File: config.mk
export PLATFORM = sky130hd
export DESIGN_NAME = wallace_mac
export DESIGN_NICKNAME = d
export VERILOG_FILES = /design/src/rtl/wallace_mac.sv
export SDC_FILE = /design/constraint.sdc
export NUM_CORES = 1
export LEC_CHECK = 0
export ABC_AREA = 1
export CAP_MARGIN = 0
export CORE_AREA = 3 3 90 92
export DETAILED_ROUTE_END_ITERATION = 10
export DIE_AREA = 0 0 93 95
export GPL_ROUTABILITY_DRIVEN = 1
export PLACE_DENSITY = 0.59
export SLEW_MARGIN = 0
export SYNTH_ARGS = -nofsm -noshare
export SYNTH_HDL_FRONTEND = slang
export SYNTH_SLANG_ARGS = --single-unit
File: constraint.sdc
create_clock -name clk -period 3.03 [get_ports clk]
set_clock_uncertainty 0.1 [all_clocks]
set_input_delay 0.4545 -clock clk [delete_from_list [all_inputs] [get_ports clk]]
set_output_delay 0.4545 -clock clk [all_outputs]
set_load 0.02 [all_outputs]
File: src/rtl/wallace_mac.sv
// Multiply-accumulate block: a 4x4 Wallace-tree multiplier feeds a frame accumulator.
// Frames end on a 'last' pair or after N_MAX pairs. The result is held until the consumer takes it.

module wallace_ha (
    input  logic a,
    input  logic b,
    output logic s,
    output logic c
);
    assign s = a ^ b;
    assign c = a & b;
endmodule

module wallace_fa (
    input  logic a,
    input  logic b,
    input  logic ci,
    output logic s,
    output logic c
);
    assign s = a ^ b ^ ci;
    assign c = (a & b) | (a & ci) | (b & ci);
endmodule

module wallace (
    input  logic [3:0] A,
    input  logic [3:0] B,
    output logic [7:0] prod
);
    // pp[i][j] = B[i] & A[j], weight i+j
    logic [3:0] pp [4];
    logic s1_1, c1_1, s1_2, c1_2, s1_3, c1_3, s1_4, c1_4, s1_5, c1_5;
    logic s2_3, c2_3, s2_4, c2_4, s2_5, c2_5, s2_6, c2_6;
    logic [7:0] row_x, row_y;

    always_comb begin
        for (int i = 0; i < 4; i++) begin
            pp[i] = A & {4{B[i]}};
        end
    end

    // First reduction layer: columns 1..5 compressed in parallel
    wallace_ha u_h1_1 (.a(pp[0][1]), .b(pp[1][0]), .s(s1_1), .c(c1_1));
    wallace_fa u_f1_2 (.a(pp[0][2]), .b(pp[1][1]), .ci(pp[2][0]), .s(s1_2), .c(c1_2));
    wallace_fa u_f1_3 (.a(pp[0][3]), .b(pp[1][2]), .ci(pp[2][1]), .s(s1_3), .c(c1_3));
    wallace_fa u_f1_4 (.a(pp[1][3]), .b(pp[2][2]), .ci(pp[3][1]), .s(s1_4), .c(c1_4));
    wallace_ha u_h1_5 (.a(pp[2][3]), .b(pp[3][2]), .s(s1_5), .c(c1_5));

    // Second layer leaves at most two bits per column
    wallace_fa u_f2_3 (.a(s1_3), .b(pp[3][0]), .ci(c1_2), .s(s2_3), .c(c2_3));
    wallace_ha u_h2_4 (.a(s1_4), .b(c1_3), .s(s2_4), .c(c2_4));
    wallace_ha u_h2_5 (.a(s1_5), .b(c1_4), .s(s2_5), .c(c2_5));
    wallace_ha u_h2_6 (.a(pp[3][3]), .b(c1_5), .s(s2_6), .c(c2_6));

    assign row_x = {1'b0, s2_6, s2_5, s2_4, s2_3, s1_2, s1_1, pp[0][0]};
    assign row_y = {c2_6, c2_5, c2_4, c2_3, 1'b0, c1_1, 2'b00};

    // Final carry-propagate add; the true product never exceeds 8 bits
    assign prod = row_x + row_y;
endmodule

module wallace_mac #(
    parameter int ACC_W = 12,
    parameter int N_MAX = 16
) (
    input  logic             clk,
    input  logic             rst,
    input  logic             clr,
    input  logic             in_valid,
    output logic             in_ready,
    input  logic [3:0]       A,
    input  logic [3:0]       B,
    input  logic             last,
    output logic             out_valid,
    input  logic             out_ready,
    output logic [ACC_W-1:0] acc,
    output logic [4:0]       count,
    output logic             ovf,
    output logic [1:0]       state_dbg
);
    // Handshake: a transfer happens on a rising edge where valid and ready are both high;
    // valid may not depend on ready, and the sender holds its data until the transfer.
    typedef enum logic [1:0] {
        ACCUM = 2'd0,
        DRAIN = 2'd1,
        DONE  = 2'd2
    } state_t;

    state_t           state, state_nx;
    logic             accept, take, final_pair;
    logic [3:0]       op_a, op_b;
    logic             stg_v;
    logic [7:0]       prod;
    logic [ACC_W:0]   sum_ext;
    logic [5:0]       accepted_total;

    assign in_ready  = (state == ACCUM);
    assign out_valid = (state == DONE);
    assign state_dbg = state;

    // clr discards any pair offered in the same cycle
    assign accept = in_valid && in_ready && !clr;
    assign take   = out_valid && out_ready;

    // Pairs accepted so far include the one still in the operand stage
    assign accepted_total = {1'b0, count} + {5'd0, stg_v} + 6'd1;
    assign final_pair     = last || (accepted_total == 6'(N_MAX));

    wallace u_mul (
        .A   (op_a),
        .B   (op_b),
        .prod(prod)
    );

    assign sum_ext = {1'b0, acc} + {{(ACC_W - 7){1'b0}}, prod};

    always_comb begin
        state_nx = state;
        if (clr) begin
            state_nx = ACCUM;
        end else begin
            case (state)
                ACCUM:   if (accept && final_pair) state_nx = DRAIN;
                DRAIN:   state_nx = DONE;
                DONE:    if (take) state_nx = ACCUM;
                default: state_nx = ACCUM;
            endcase
        end
    end

    always_ff @(posedge clk or posedge rst) begin
        if (rst) begin
            state <= ACCUM;
        end else begin
            state <= state_nx;
        end
    end

    always_ff @(posedge clk or posedge rst) begin
        if (rst) begin
            op_a  <= 4'd0;
            op_b  <= 4'd0;
            stg_v <= 1'b0;
        end else if (clr) begin
            stg_v <= 1'b0;
        end else begin
            stg_v <= accept;
            if (accept) begin
                op_a <= A;
                op_b <= B;
            end
        end
    end

    // The operand stage is always empty in DONE, so take and stg_v never collide
    always_ff @(posedge clk or posedge rst) begin
        if (rst) begin
            acc   <= '0;
            count <= 5'd0;
            ovf   <= 1'b0;
        end else if (clr || take) begin
            acc   <= '0;
            count <= 5'd0;
            ovf   <= 1'b0;
        end else if (stg_v) begin
            acc   <= sum_ext[ACC_W-1:0];
            count <= count + 5'd1;
            ovf   <= ovf | sum_ext[ACC_W];
        end
    end
endmodule

* Word-level counts from Yosys, hierarchy flattened
Cells that the tools add are included.
Word-level totals: output and inout port bits 22, RAM bits 0, word-level logic and storage cells 83, register bits 29, latch bits 0, memory bits (read-only) 0, memories 0, input bits 14
Cells by class: magnitude comparators 0, shift operators 0, multiplexer cells 11, divide/modulo/power cells 0, eq/ne operators 5, $mul 0, add/sub/neg operators 5, bitwise gates (word level) 44, reductions and logical operators 11
Operator list (number):
- 2-to-1 mux 12 bit | 2
- bitwise AND 1 bit | 17
- bitwise AND 4 bit | 4
- adder 12 x 8 -> 13 bit | 1
- bitwise XOR 1 bit | 13
- 2-to-1 mux 5 bit | 2
- bitwise OR 1 bit | 9
- adder 7 x 8 -> 8 bit | 1
- adder 5 x 1 -> 6 bit | 1
- adder 6 x 1 -> 6 bit (second input constant) | 1
- equality test 6 x 5 -> 1 bit (second input constant) | 1
- 2-to-1 mux 2 bit | 3
- != test 3 x 2 -> 1 bit (second input constant) | 2
- one-hot mux 2 bit (3 select lines) | 1
- adder 5 x 1 -> 5 bit (second input constant) | 1
- logical AND 1 bit | 4
- AND reduction 2 bit | 2
- 2-to-1 mux 1 bit | 3
- equality test 2 x 1 -> 1 bit (second input constant) | 1
- equality test 2 bit (second input constant) | 1
- zero test 2 bit | 1
- logical OR 1 bit | 2
- nonzero test 2 bit | 1
- zero test 1 bit | 1
- inverter 1 bit | 1

* Depth between registers and ports, before layout
Gate-level depths: netlist of run 1.
word-level depth 12, mapped depth 19, mapped depth without buffers 19

* Cells and area by module
Synthesis of run 1 repeated with hierarchy kept, for this count alone.
Unflattened totals: cell total of the unflattened synthesis 308, area total of the unflattened synthesis 2223.4 µm²
Modules (own cells, without submodules):
- wallace_mac | instances 1, seq. area each 725.7 µm², cells an instance 235, area an instance 1760.4 µm²
- wallace | instances 1, seq. area each 0.0 µm², cells an instance 64, area an instance 320.3 µm²
- wallace_fa | instances 4, seq. area each 0.0 µm², cells an instance 1, area an instance 20.0 µm²
- wallace_ha | instances 5, seq. area each 0.0 µm², cells an instance 1, area an instance 12.5 µm²

* Worst setup path before layout of run 1
No wires, ideal clock.
path kind register -> register, start register op_a[3], end register acc[9], path buffers 0, clock period less this slack 3.248 ns, setup time 0.120 ns, stages on the path, launching flop included 19, data required time 2.810 ns, arrival 3.029 ns, path slack -0.218 ns, cells stage by stage dfrtp_1 -> nand2_1 -> inv_1 -> fa_1 -> inv_1 -> fa_1 -> inv_1 -> ha_1 -> nand3_1 -> nand2_1 -> xor2_1 -> ha_1 -> nand2_1 -> nor2_1 -> nand3_1 -> nand3_2 -> nand3_1 -> nand2_1 -> nor2_1
Between the ends: cells in the longest elaborated chain, start to end 10, elaborated cells on any way between the ends 34, those cells by class add/sub (2); mux (2); bitwise (30)
Ends and longest elaborated chain:
- start: declaration | RTL line 91 | logic [3:0] op_a, op_b;
- start signal: assignment | RTL line 141 | op_a <= 4'd0;
- start signal: assignment | RTL line 149 | op_a <= A;
- bitwise AND 4 bit | RTL line 38 | pp[i] = A & {4{B[i]}};
- bitwise XOR 1 bit (2 in series) | RTL line 21 | assign s = a ^ b ^ ci;
- bitwise AND 1 bit | RTL line 22 | assign c = (a & b) | (a & ci) | (b & ci);
- bitwise OR 1 bit (2 in series) | RTL line 22
- adder 7 x 8 -> 8 bit (*) | RTL line 59 | assign prod = row_x + row_y;
- adder 12 x 8 -> 13 bit (*) | RTL line 115 | assign sum_ext = {1'b0, acc} + {{(ACC_W - 7){1'b0}}, prod};
- 2-to-1 mux 12 bit (*) | RTL line 165 | end else if (stg_v) begin
- 2-to-1 mux 12 bit (*) | RTL line 161 | end else if (clr || take) begin
- end signal: assignment | RTL line 166 | acc <= sum_ext[ACC_W-1:0];
- end: declaration | RTL line 76 | output logic [ACC_W-1:0] acc,
Every way passes the cells marked *; elsewhere a longest branch is shown, timed or not. The select of a mux whose other input is x is not followed. A chain may end at the register's enable or synchronous reset.

* Final worst setup path of run 1
start register op_b[1], end register acc[11]
Between the ends: cells in the longest elaborated chain, start to end 11, elaborated cells on any way between the ends 36, those cells by class add/sub (2); mux (2); bitwise (32)
Ends and longest elaborated chain:
- start: declaration | RTL line 91
- start signal: assignment | RTL line 142 | op_b <= 4'd0;
- start signal: assignment | RTL line 150 | op_b <= B;
- bitwise AND 4 bit (*) | RTL line 38
- bitwise AND 1 bit | RTL line 22
- bitwise OR 1 bit (2 in series) | RTL line 22
- bitwise AND 1 bit | RTL line 22
- bitwise OR 1 bit (2 in series) | RTL line 22
- adder 7 x 8 -> 8 bit (*) | RTL line 59
- adder 12 x 8 -> 13 bit (*) | RTL line 115
- 2-to-1 mux 12 bit (*) | RTL line 165
- 2-to-1 mux 12 bit (*) | RTL line 161
Marked as above.

==> qor.yml, run 1 <==
slew-limit-headroom: 0.7348
synth_top_family_by_area: "simple AND/OR/NAND/NOR gates"
gr-total-overflow: 0
drtPass1Iterations: 4
synthAdderAreaFrac: 0.1754
die-area_sq_um: 8835
placed_area_sq_um: 2893
synth_xor_area_frac: 0.02773
max-cap-violations: 0
syn_area_per_cell_sq_um: 7.677
fin_area_sq_um: 3317
async_flop_share: 1.000
min_path_type: "flop to flop"
cp_max_fo: 4
via_per_inst: 4.475
wl_per_cell_um: 11.97
num_io_pins: 36
power_mw: 1.710
hold_slack_ns: 0.3908
synth_edf_count: 0
yosysTopAreaCellShare: 0.3282
antenna_found_initial: 0
synthToLayoutAreaGrowth_pct: 50.03
crit_path_start: "op_b[1]$_DFFE_PP0P_"
tns_ns: -1.138
grt_max_degree: 30
place.gp.congestion: 0.8782
synth_compound_area_frac: 0.08093
setup_ws_ns: -0.2611
die_h_um: 95
ys_seq_area_frac: 0.3282
status: "finished, violations left"
crit_type: "flop to flop"
n_antenna_cell: 0
ant_nets: 0
clk_pin_slew_ns: 0.07
violations: "negative setup slack"
core.rowCount: 31
drv_slew: 0
p_leak_nw: 1.670
synthCells: 288
rsz0062_at_grt: "yes"
fin_crit_ns: 3.291
regArea_sq_um: 725.7
synthesis.nets: 330
synth_cell_types: 30
p_per_area_nw_per_um2: 515.5
hpwl_mm: 3.988
max_clock_freq_mhz: 303.8
clock_sinks: 29
period_share: 1.086
fin_nets: 401
grt_pass1_vias: 1960
ctsHtreeMaxLevel: 2
num_vias: 2054
start_util: 0.3032
clockBufferDepth: 2
routed_wl_mm: 5.495
fp.dieW_um: 93
cts_buffers: 5
drc: 0
grt_usage: 0.1261
end_kind: "flop"
finalHoldViolations: 0
setup-violations-final: 8
synth_top_area_cell: "dfrtp_1"
synth_seq_cells: 29
io_buffers: 35
drive_gt1_frac: 0.3028
worstHoldStart: "count[4]$_DFFE_PP0P_"
fillers: 752
critPathArrivalTime_ns: 3.37
synth_ff_type: "dfrtp_1"
cts_tree: "done"
multi_input_area_sq_um: 1569
drt_iter0_drc: 60
root_buffer: "clkbuf_8"
synthMuxAreaShare: 0
instances_no_fill: 459
required_ns: 3.10
synth_area_sq_um: 2211
synth_area_leaders: "dfrtp_1 33%, nand2_1 16%, ha_1 13%"
coreArea_sq_um: 7292
grt_pass1_wl_mm: 8.907
clk-insertion-delay-late_ns: 0.28
synth-simple-area-share: 0.3005
peakVddDrop_v: 0.0002423
reg2reg_from: "op_b[1]$_DFFE_PP0P_"
ys_warn_count: 0
tightest_slew_ns: 0.3979
cp-start-kind: "flop"
dp.cells: 443
-- metrics by stage --
step	util	worst slack (ns)
CTS	0.4303	-0.2651
finish	0.4549	-0.2611
floorplan	-	-0.1068
global placement	0.3967	-0.2610
detailed placement	0.3967	-0.3184
global route	0.4549	-0.4569
-- layout make-up --
cell class | count | share of cell area
Multi-Input combinational cell | 211 | 0.4730
Sequential cell | 29 | 0.2188
Timing Repair Buffer | 64 | 0.1769
Inverter | 48 | 0.05885
Tap cell | 99 | 0.03734
Clock buffer | 7 | 0.02603
Clock inverter | 1 | 0.009053
-- Yosys cell counts, types with 3 or more instances --
master / number
nand4_1: 3
inv_1: 42
nand2_2: 3
xor2_1: 5
nand3_1: 15
o21ai_0: 8
dfrtp_1: 29
ha_1: 23
fa_1: 5
inv_2: 3
a21oi_1: 13
nor2_1: 22
nand2_1: 92
-- report_power, final --
group	switching (mW)	total [mW]	internal (mW)
sequential	0.0380	0.456	0.418
clock	0.158	0.426	0.268
combinational	0.400	0.827	0.428
total	0.596	1.71	1.11
-- state kept, by name, summed over array words and instances, names as in the netlist --
register   cells
acc           12
count          5
op_a           4
op_b           4
ovf            1
state_dbg      2
stg_v          1
-- routing by layer --
metal | routed length, um | GRT usage
met3 | 220 | 0.02789
met5 | 0 | 0
met1 | 2494 | 0.1646
met2 | 2731 | 0.2106
met4 | 48 | 0.03419
-- what timing repair did --
action | 4_1_cts | 5_1_grt
hold buffers | 0 | 0
resized for setup | 24 | 38
setup buffers | 5 | 4
setup endpoints to repair | 8 | 9
pin swaps | 13 | 27
gates cloned | 0 | 0
-- worst max-delay path, stage by stage (launching register included) --
cell,delay (ns)
dfrtp_1,0.42
nand2_1,0.10
inv_2,0.04
fa_1,0.51
inv_2,0.04
fa_2,0.52
inv_2,0.05
ha_4,0.17
nand3_2,0.07
nand2_2,0.06
xor2_2,0.20
ha_4,0.25
nand2_1,0.06
nand2_1,0.09
a21boi_2,0.15
nand3_2,0.15
a21oi_2,0.15
nor2_1,0.05
-- final timing paths --
kind / endpoint / depth (start not counted) / slack, ns
min: count[4]$_DFFE_PP0P_ / 1 / 0.39
max reg2reg: acc[11]$_DFFE_PP0P_ / 17 / -0.26
min reg2reg: count[4]$_DFFE_PP0P_ / 1 / 0.39
min in group asynchronous: op_a[0]$_DFFE_PP0P_ / 3 / 0.46
max in group asynchronous: acc[5]$_DFFE_PP0P_ / 3 / 2.09
max: acc[11]$_DFFE_PP0P_ / 17 / -0.26
-- placed cells by master, fill, tap and decap left out, types with 3 or more instances in the layout --
cell             netlist  final
a21oi_1               13      5
a21oi_2                1      6
a21oi_4                0      3
buf_4                  0     24
buf_6                  0      5
clkbuf_8               0      6
clkdlybuf4s50_1        0     35
dfrtp_1               29     29
fa_1                   5      3
ha_1                  23     13
ha_4                   0      9
inv_1                 42     31
inv_2                  3     13
inv_4                  2      3
nand2_1               92     81
nand2_2                3     11
nand2_4                1      4
nand3_1               15     12
nand3_2                2      5
nand4_1                3      3
nor2_1                22     17
nor2_2                 0      5
o21ai_0                8      5
o21ai_1                2      5
xor2_1                 5      3
-- kinds of logic (layout without fill, tap and decap cells) --
group	Yosys count	after routing
compound gates	31	31
xor+xnor	7	7
fa+ha+maj	28	28
buf+inv	48	120
flops	29	29
simple gates	145	145
(Power assumes the default switching activity.)
==> inputs of run 2 (changes only) <==
--- a/config.mk
+++ b/config.mk
@@ -10,7 +10,7 @@
 export CORE_AREA = 3 3 90 92
 export DETAILED_ROUTE_END_ITERATION = 10
 export DIE_AREA = 0 0 93 95
-export GPL_ROUTABILITY_DRIVEN = 1
+export GPL_ROUTABILITY_DRIVEN = 0
 export PLACE_DENSITY = 0.59
 export SLEW_MARGIN = 0
 export SYNTH_ARGS = -nofsm -noshare
==> results of run 2 <==
The final DEF is identical to that of run 1; final timing and power are the same.
==> inputs of run 3 (changes only) <==
--- a/config.mk
+++ b/config.mk
@@ -6,13 +6,15 @@
 export NUM_CORES = 1
 export LEC_CHECK = 0
 export ABC_AREA = 1
-export CAP_MARGIN = 0
-export CORE_AREA = 3 3 90 92
+export CAP_MARGIN = 10
+export CORE_AREA = 3 3 91 93
 export DETAILED_ROUTE_END_ITERATION = 10
-export DIE_AREA = 0 0 93 95
+export DIE_AREA = 0 0 94 96
 export GPL_ROUTABILITY_DRIVEN = 0
-export PLACE_DENSITY = 0.59
+export PLACE_DENSITY = 0.58
+export REMOVE_ABC_BUFFERS = 1
 export SLEW_MARGIN = 0
 export SYNTH_ARGS = -nofsm -noshare
 export SYNTH_HDL_FRONTEND = slang
+export SYNTH_HIERARCHICAL = 1
 export SYNTH_SLANG_ARGS = --single-unit
==> qor.yml, run 3 <==
hpwl_mm: 3.912  # was 3.988 mm
setup-violations-final: 8  # unchanged
die-area_sq_um: 9024  # was 8835 sq um
synth_seq_cells: 29  # unchanged
via_per_inst: 4.369  # was 4.475
drive_gt1_frac: 0.2276  # was 0.3028
fillers: 781  # was 752
drt_iter0_drc: 75  # was 60
max_clock_freq_mhz: 307.8  # was 303.8 MHz
tns_ns: -1.332  # was -1.138 ns
synth_top_area_cell: "dfrtp_1"  # unchanged
crit_type: "flop to flop"  # unchanged
setup_ws_ns: -0.2193  # was -0.2611 ns
grt_usage: 0.1242  # was 0.1261
rsz0062_at_grt: "yes"  # unchanged
dp.cells: 460  # was 443
drtPass1Iterations: 4  # unchanged
cts_buffers: 5  # unchanged
syn_area_per_cell_sq_um: 7.219  # was 7.677 sq um
start_util: 0.2923  # was 0.3032
multi_input_area_sq_um: 1481  # was 1569 sq um
drc: 0  # unchanged
crit_path_start: "op_a[1]$_DFFE_PP0P_"  # was op_b[1]$_DFFE_PP0P_
grt_max_degree: 30  # unchanged
min_path_type: "flop to flop"  # unchanged
antenna_found_initial: 0  # unchanged
num_vias: 2058  # was 2054
num_io_pins: 36  # unchanged
tightest_slew_ns: 0.3817  # was 0.3979 ns
critPathArrivalTime_ns: 3.32  # was 3.37 ns
ys_seq_area_frac: 0.3264  # was 0.3282
coreArea_sq_um: 7607  # was 7292 sq um
power_mw: 1.411  # was 1.710 mW
top_register: "acc"  # unchanged
finalHoldViolations: 0  # unchanged
grt_pass1_vias: 1998  # was 1960
fin_nets: 409  # was 401
synth.most_common_cell: "nand2_1"  # unchanged
n_antenna_cell: 0  # unchanged
ys_warn_count: 6  # was 0
instances_no_fill: 471  # was 459
synth_area_leaders: "dfrtp_1 33%, nand2_1 19%, ha_1 12%"  # was dfrtp_1 33%, nand2_1 16%, ha_1 13%
synth_common_cells: "111 x nand2_1, 46 x inv_1, 29 x dfrtp_1, 25 x nor2_1, 23 x nand3_1"  # was 92 x nand2_1, 42 x inv_1, 29 x dfrtp_1, 23 x ha_1, 22 x nor2_1
die_h_um: 96  # was 95 um
grt_pass1_wl_mm: 8.880  # was 8.907 mm
synth_cell_types: 26  # was 30
status: "finished, violations left"  # unchanged
violations: "negative setup slack"  # unchanged
synthToLayoutAreaGrowth_pct: 41.08  # was 50.03%
slew-limit-headroom: 0.7455  # was 0.7348
reg2reg_from: "op_a[1]$_DFFE_PP0P_"  # was op_b[1]$_DFFE_PP0P_
fin_area_sq_um: 3137  # was 3317 sq um
period_share: 1.072  # was 1.086
worstHoldStart: "ovf$_DFFE_PP0P_"  # was count[4]$_DFFE_PP0P_
p_per_area_nw_per_um2: 449.8  # was 515.5 nW/um^2
gr-total-overflow: 0  # unchanged
synthCells: 308  # was 288
largest_registers: "acc: 12 flops, count: 5 flops"  # unchanged
end_kind: "flop"  # unchanged
drv_slew: 0  # unchanged
final_common_cell: "nand2_1"  # unchanged
cp_max_fo: 4  # unchanged
max-cap-violations: 0  # unchanged
peakVddDrop_v: 0.0002120  # was 0.0002423 V
clk-insertion-delay-late_ns: 0.28  # about the same
fp.dieW_um: 94  # was 93 um
clock_sinks: 29  # unchanged
hold_slack_ns: 0.4065  # was 0.3908 ns
io_buffers: 35  # unchanged
layout_common_cells: "98 x nand2_1, 40 x inv_1, 35 x clkdlybuf4s50_1"  # was 81 x nand2_1, 35 x clkdlybuf4s50_1, 31 x inv_1
ant_nets: 0  # unchanged
required_ns: 3.10  # about the same
async_flop_share: 1.000  # unchanged
p_leak_nw: 1.667  # was 1.670 nW
synth_edf_count: 0  # unchanged
ctsHtreeMaxLevel: 2  # unchanged
fin_crit_ns: 3.249  # was 3.291 ns
root_buffer: "clkbuf_8"  # unchanged
routed_wl_mm: 5.104  # was 5.495 mm
fin_util: 0.4123  # was 0.4549
regArea_sq_um: 725.7  # unchanged
core.rowCount: 32  # was 31
synth_area_sq_um: 2223  # was 2211 sq um
cp-start-kind: "flop"  # unchanged
largest_register_ffs: 12  # unchanged
clockBufferDepth: 2  # unchanged
wl_per_cell_um: 10.84  # was 11.97 um
synth_ff_type: "dfrtp_1"  # unchanged
post-place-ws_ns: -0.3624  # was -0.3184 ns
yosysTopAreaCellShare: 0.3264  # was 0.3282
clk_pin_slew_ns: 0.07  # about the same
placed_area_sq_um: 2814  # was 2893 sq um
cts_tree: "done"  # unchanged
==> run 3: cell types whose count changed after synthesis, moves of 3 or more <==
cell     before  now
nand3_1      15   23
o21ai_0       8    3
a21oi_1      13   10
inv_1        42   46
nand2_1      92  111
nor2_1       22   25
buf_4         0    3
inv_2         3    0
==> run 3: critical path: stages, from the launching register on <==
cell	delay [ns]
dfrtp_1	0.42
buf_6	0.13
nand2_2	0.06
inv_2	0.04
fa_1	0.59
ha_4	0.23
ha_4	0.29
nand2_4	0.06
o21ai_2	0.14
xor2_1	0.19
ha_1	0.31
nand2_2	0.11
nand2_2	0.06
a21oi_2	0.13
nand2_2	0.10
nand2_2	0.07
nand2_1	0.04
nand2_1	0.05
nor2_1	0.04
==> run 3: cell families (layout without fill, tap and decap cells) <==
logic type      count (synthesis)  after routing  synth area share
flops                          29             29            0.3264
simple gates                  173            173            0.3326
compound gates                 24             24           0.06697
xor+xnor                        4              4           0.01576
buf+inv                        52            113           0.09510
fa+ha+maj                      26             26            0.1632
==> run 3: final cells by class <==
class | instances | area share
Multi-Input combinational cell | 227 | 0.4723
Sequential cell | 29 | 0.2314
Timing Repair Buffer | 57 | 0.1679
Inverter | 49 | 0.06023
Tap cell | 102 | 0.04069
Clock buffer | 7 | 0.02752
==> run 3: where the power goes <==
| part | internal (mW) | leakage [nW] | switching (mW) |
|---|---|---|---|
| combinational | 0.305 | 1.23 | 0.329 |
| sequential | 0.419 | 0.389 | 0.0331 |
| clock | 0.180 | 0.0443 | 0.145 |
| total | 0.904 | 1.67 | 0.507 |
==> run 3: final timing paths <==
kind	endpoint	cells after the start	slack [ns]
worst max-delay path	acc[10]$_DFFE_PP0P_	18	-0.22
min in group asynchronous	acc[3]$_DFFE_PP0P_	3	0.45
max in group asynchronous	acc[2]$_DFFE_PP0P_	3	2.10
worst min register to register	ovf$_DFFE_PP0P_	2	0.41
worst max register to register	acc[10]$_DFFE_PP0P_	18	-0.22
worst min-delay path	ovf$_DFFE_PP0P_	2	0.41
==> run 3: timing repair <==
item                                   in CTS  in global routing
gates cloned                                0                  0
resized for setup                          27                 22
hold buffers                                0                  0
setup buffers                               3                  2
setup endpoints to repair                   8                  9
endpoints found under the hold margin       0                  0
pin swaps                                  25                 15
==> run 3: metal layers <==
layer | up-vias | part of all wire | track usage
met5 | - | 0 | 0
met4 | 0 | 0.020 | 0.04693
met3 | 9 | 0.038 | 0.02737
met2 | 41 | 0.48 | 0.2123
met1 | 926 | 0.46 | 0.1531
li1 | 1082 | - | -
==> RTL change 1: new RTL, settings of run 3 <==
`N_MAX`: 16 -> 8.
--- a/src/rtl/wallace_mac.sv
+++ b/src/rtl/wallace_mac.sv
@@ -63,3 +63,3 @@
     parameter int ACC_W = 12,
-    parameter int N_MAX = 16
+    parameter int N_MAX = 8
 ) (
Formal check against the unedited RTL: not equivalent (a bounded check fails within 10 cycles, from zero or initial values and one cycle with rst high).
==> RTL change 1 against run 3 <==
The flow still finishes with violations (negative setup slack). Setup slack gained 0.037 ns. Sequential cell count is the same. Count of clock-buffer cells in the layout shrank 1. Power grew 12%. Design area grew 3.8%. Largest power group unchanged. Routed wire length grew 12%. Die area is the same. Synthesized area shrank 0.68%. Hold slack gained 0.0022 ns. Via count grew 3.0%. Non-clock buffer count grew 9.
==> RTL change 1: results (changes against run 3) <==
Initial DRC Count 66 (was 75); CLK BUF 6 (was 7); clock network share of area 3.69% (was 2.75%); Buffers, non-clock 66 (was 57); syn avg cell area 7.41 um^2 (was 7.22 um^2); Synth cell types 27 (was 26); leakage power 1.71 nW (was 1.67 nW); Worst path max stage delay 0.40 ns (was 0.59 ns); fillers 783 (was 781); worst setup margin -0.182 ns (was -0.219 ns); failing checks negative setup slack (unchanged); sequential-to-total area share from yosys stat 32.9% (was 32.6%); status finished, violations left (unchanged); clk_lat worst skew 0.29 ns; Crit Path Max Fanout 5 (was 4); Area after DPL 0.00285 mm^2 (was 0.00281 mm^2); Worst Max-Slew Pin Slew 0.385 ns (was 0.382 ns); routed via count 2,119 (was 2,058); GRT Overall Usage 13.4% (was 12.4%); Yosys warning count 6 (unchanged); NonClk Buf Share 18.4% (was 16.8%); #MultiIn Comb 218 (was 227); Max rail drop VDD 0.234 mV (was 0.212 mV); sequential cell area share 22.3% (was 23.1%); num sequential 29 (unchanged); placed insts 457 (was 460); Synth top cells by count 97 x nand2_1, 43 x inv_1, 29 x dfrtp_1 (was 111 x nand2_1, 46 x inv_1, 29 x dfrtp_1); Arrival @ worst endpoint 3.29 ns (was 3.32 ns); seq pwr 0.000448 W (was 0.000452 W); Clock power frac 27.5% (was 23.0%); sw power 0.000541 W (was 0.000507 W); Detailed Place HPWL 4060 um (was 3910 um); Area contributors post-synth dfrtp_1 33%, nand2_1 16%, ha_1 12% (was dfrtp_1 33%, nand2_1 19%, ha_1 12%); DR WL/cell 12.1 um (was 10.8 um); first-pass GRT wire length 9620 um (was 8880 um); share of cells above drive strength 1 28.4% (was 22.8%); CP max-delay cell fa_2 (was fa_1); total power draw 0.00158 W (was 0.00141 W); fraction of standard cell area in multi-input logic 46.1% (was 47.2%); drt total wl 5690 um (was 5100 um); Final setup viols 7 (was 8)
RTL change 1: cell count changes after synthesis, sizes merged, moves of 2 or more:
cell	run 3	this run
nand2	117	101
nor3	0	4
nor2	28	25
a21oi	11	13
nand3b	2	0
nand4	2	4
o21ai	7	9
RTL change 1: logic make-up after synthesis:
logic type      count (synthesis)  share of synthesized area [%]
simple gates                  161                           32.6
buf+inv                        51                           9.01
flops                          29                           32.9
compound gates                 26                           7.08
fa+ha+maj                      26                           16.4
xor+xnor                        5                           1.98
RTL change 1: worst paths after layout:
kind	startpoint	to	cells past startpoint
setup / recovery	op_b[0]	acc[11]	21
hold / removal	ovf	ovf	2
setup reg to reg	op_b[0]	acc[11]	21
hold reg to reg	ovf	ovf	2
max in group asynchronous	rst	acc[5]	3
min in group asynchronous	rst	op_b[0]	3
RTL change 1: worst max-delay path, delay by kind of cell (launching register included):
family / cells / cell delay [ns]
adder cells (fa/ha/maj): 4 / 1.33
AND/OR/NAND/NOR: 12 / 0.84
flip-flops: 1 / 0.38
buffers and inverters: 4 / 0.30
AO/OA/AOI/OAI: 1 / 0.14
RTL change 1: through the flow:
stage / hold WS, ns / worst slack, ns / setup TNS, ns
finish: 0.409 / -0.182 / -0.981
global route: 0.423 / -0.351 / -2.22
CTS: 0.415 / -0.179 / -1.02
detailed placement: 0.391 / -0.435 / -2.61
global placement: 0.386 / -0.338 / -1.93
floorplan: 0.411 / -0.196 / -0.789
RTL change 1: routing by layer:
layer,GRT usage (%),vias up,share of wire (%)
met5,0,-,0
met4,4.09,0,1.1
met3,2.89,6,5.2
met2,23.0,40,51
met1,17.0,987,43
li1,-,1086,-
RTL change 1: repair_timing:
action	in CTS	in global routing
pin swaps	21	25
hold endpoints to repair	0	0
endpoints found under the setup margin	9	9
setup buffers	6	1
resized for setup	28	27
==> RTL change 2: new RTL, settings of run 3 <==
Without the edit above. Register the output `count` once more, with the module's reset; this adds one clock of latency there. The other outputs are not delayed to match.
--- a/src/rtl/wallace_mac.sv
+++ b/src/rtl/wallace_mac.sv
@@ -88,2 +88,4 @@
 
+    logic [4:0] count_s0;
+
     state_t           state, state_nx;
@@ -105,3 +107,3 @@
     // Pairs accepted so far include the one still in the operand stage
-    assign accepted_total = {1'b0, count} + {5'd0, stg_v} + 6'd1;
+    assign accepted_total = {1'b0, count_s0} + {5'd0, stg_v} + 6'd1;
     assign final_pair     = last || (accepted_total == 6'(N_MAX));
@@ -158,3 +160,3 @@
             acc   <= '0;
-            count <= 5'd0;
+            count_s0 <= 5'd0;
             ovf   <= 1'b0;
@@ -162,3 +164,3 @@
             acc   <= '0;
-            count <= 5'd0;
+            count_s0 <= 5'd0;
             ovf   <= 1'b0;
@@ -166,3 +168,3 @@
             acc   <= sum_ext[ACC_W-1:0];
-            count <= count + 5'd1;
+            count_s0 <= count_s0 + 5'd1;
             ovf   <= ovf | sum_ext[ACC_W];
@@ -170,2 +172,10 @@
     end
+    always_ff @(posedge clk or posedge rst) begin
+        if (rst) begin
+            count <= '0;
+        end else begin
+            count <= count_s0;
+        end
+    end
+
 endmodule
Formal check against the unedited RTL: not equivalent (a bounded check fails within 4 cycles, from zero or initial values and one cycle with rst high).
==> RTL change 2 against run 3 <==
The run still ends with negative setup slack left. First-iteration DRC count grew 11%. Routed wire length increased by 6.9%. Synthesized area is 2.6% higher. Design area up 6.0%. Critical path type unchanged. Sequential share of layout area rose by 2.4 points. Power increased by 9.6%. Sequential cell count up 5. Synthesized cell count down 3.9%. Die area unchanged. Setup slack worse by 0.0099 ns. Sequential power increased by 15%. Hold slack worse by 0.13 ns. Critical endpoint is now acc[8].
==> RTL change 2: results (changes against run 3) <==
status finished, violations left (unchanged); failing checks negative setup slack (unchanged); GRT Overall Usage 12.5% (was 12.4%); Switching Share 35.8% (was 35.9%); first-pass GRT wire length 8960 um (was 8880 um); met2 routed WL 2740 um (was 2440 um); Crit Path Max Fanout 5 (was 4); DRT Pass-1 Iters 4 (unchanged); sequential-to-total area share from yosys stat 37.3% (was 32.6%); leakage power 1.71 nW (was 1.67 nW); Arrival @ worst endpoint 3.33 ns (was 3.32 ns); Detailed Place HPWL 3990 um (was 3910 um); largest buffer count on any clock path 2 (unchanged); share of cells above drive strength 1 26.4% (was 22.8%); P_clk 0.000318 W (was 0.000325 W); Max rail drop VDD 0.258 mV (was 0.212 mV); Final setup viols 8 (unchanged); biggest registers after layout acc x12, count x5, count_s0 x5 (was acc x12, count x5); met1 wire length 2450 um (was 2370 um); clock transition at the registers of the reported paths 0.07 ns (about the same); Worst Max-Slew Pin Slew 0.450 ns (was 0.382 ns); Yosys warning count 6 (unchanged); async set or reset register ratio after synthesis 100% (unchanged); Final #Nets 404 (was 409); Global Route met1 Usage 16.3% (was 15.3%); Synth cell types 30 (was 26); Synth top cells by count 102 x nand2_1, 43 x inv_1, 34 x dfrtp_1 (was 111 x nand2_1, 46 x inv_1, 29 x dfrtp_1); Post-synth EDFFs 0 (unchanged); H-tree Lvls 2 (unchanged); placed insts 453 (was 460); vias in the first global route 2,025 (was 1,998); met3 WL 198 um (was 193 um); Hold Crit Class reg2reg (unchanged); maximum number of pins on one net before global-route repair 35 (was 30); Max Used Layer met4 (unchanged); CP max-delay cell fa_2 (was fa_1); Area contributors post-synth dfrtp_1 37%, nand2_1 17%, ha_1 12% (was dfrtp_1 33%, nand2_1 19%, ha_1 12%); M2 GR Usage 21.1% (was 21.2%); syn avg cell area 7.71 um^2 (was 7.22 um^2); Crit path max-delay family adder cells (unchanged); met3 Use GR 2.81% (was 2.74%); sequential share of power 33.6% (was 32.1%); fin cells 466 (was 471); Vias per Instance 4.45 (was 4.37); worst setup margin -0.229 ns (was -0.219 ns); Initial DRC Count 83 (was 75); root buffer cell clkbuf_8 (unchanged); drt total wl 5460 um (was 5100 um); dpl ws -0.381 ns (was -0.362 ns)
==> RTL change 2: repair_timing <==
| item | CTS | global route |
|---|---|---|
| cloned | 0 | 0 |
| setup buffers | 4 | 2 |
| pin swaps | 15 | 23 |
| setup endpoints to repair | 8 | 9 |
| resized for setup | 29 | 29 |
==> RTL change 2: metrics by stage <==
| step | util [%] | total power, W | setup TNS (ns) | instance area (um^2) |
|---|---|---|---|---|
| CTS | 41.9 | 0.00150 | -1.35 | 3190 |
| global placement | 38.3 | 0.00105 | -2.10 | 2910 |
| global route | 43.7 | 0.00165 | -2.56 | 3330 |
| detailed placement | 38.3 | 0.00106 | -2.42 | 2910 |
| floorplan | - | 0.000824 | -0.686 | 2260 |
| finish | 43.7 | 0.00155 | -1.52 | 3330 |
==> RTL change 2: final timing paths <==
path	startpoint	endpoint	slack, ns	cells past startpoint
max	op_a[1]	acc[8]	-0.23	19
min	count_s0[4]	count[4]	0.28	0
max reg2reg	op_a[1]	acc[8]	-0.23	19
min reg2reg	count_s0[4]	count[4]	0.28	0
max in group asynchronous	rst	acc[8]	2.04	3
min in group asynchronous	rst	count_s0[4]	0.47	3
==> RTL change 2: kinds of logic after synthesis <==
family          count (synthesis)  share of synthesized area (%)
fa+ha+maj                      26                           15.9
xor+xnor                        6                           2.30
flops                          34                           37.3
simple gates                  152                           29.0
buf+inv                        51                           8.88
compound gates                 27                           6.63
==> RTL change 2: layout make-up <==
type | count | area [um^2]
well taps | 102 | 128
repair buffers | 64 | 572
multi-input cells | 211 | 1510
clock buffers | 5 | 68.8
inverters | 48 | 183
clock inverters | 2 | 10.0
flip-flops and latches | 34 | 851
fillers | 770 | 4280
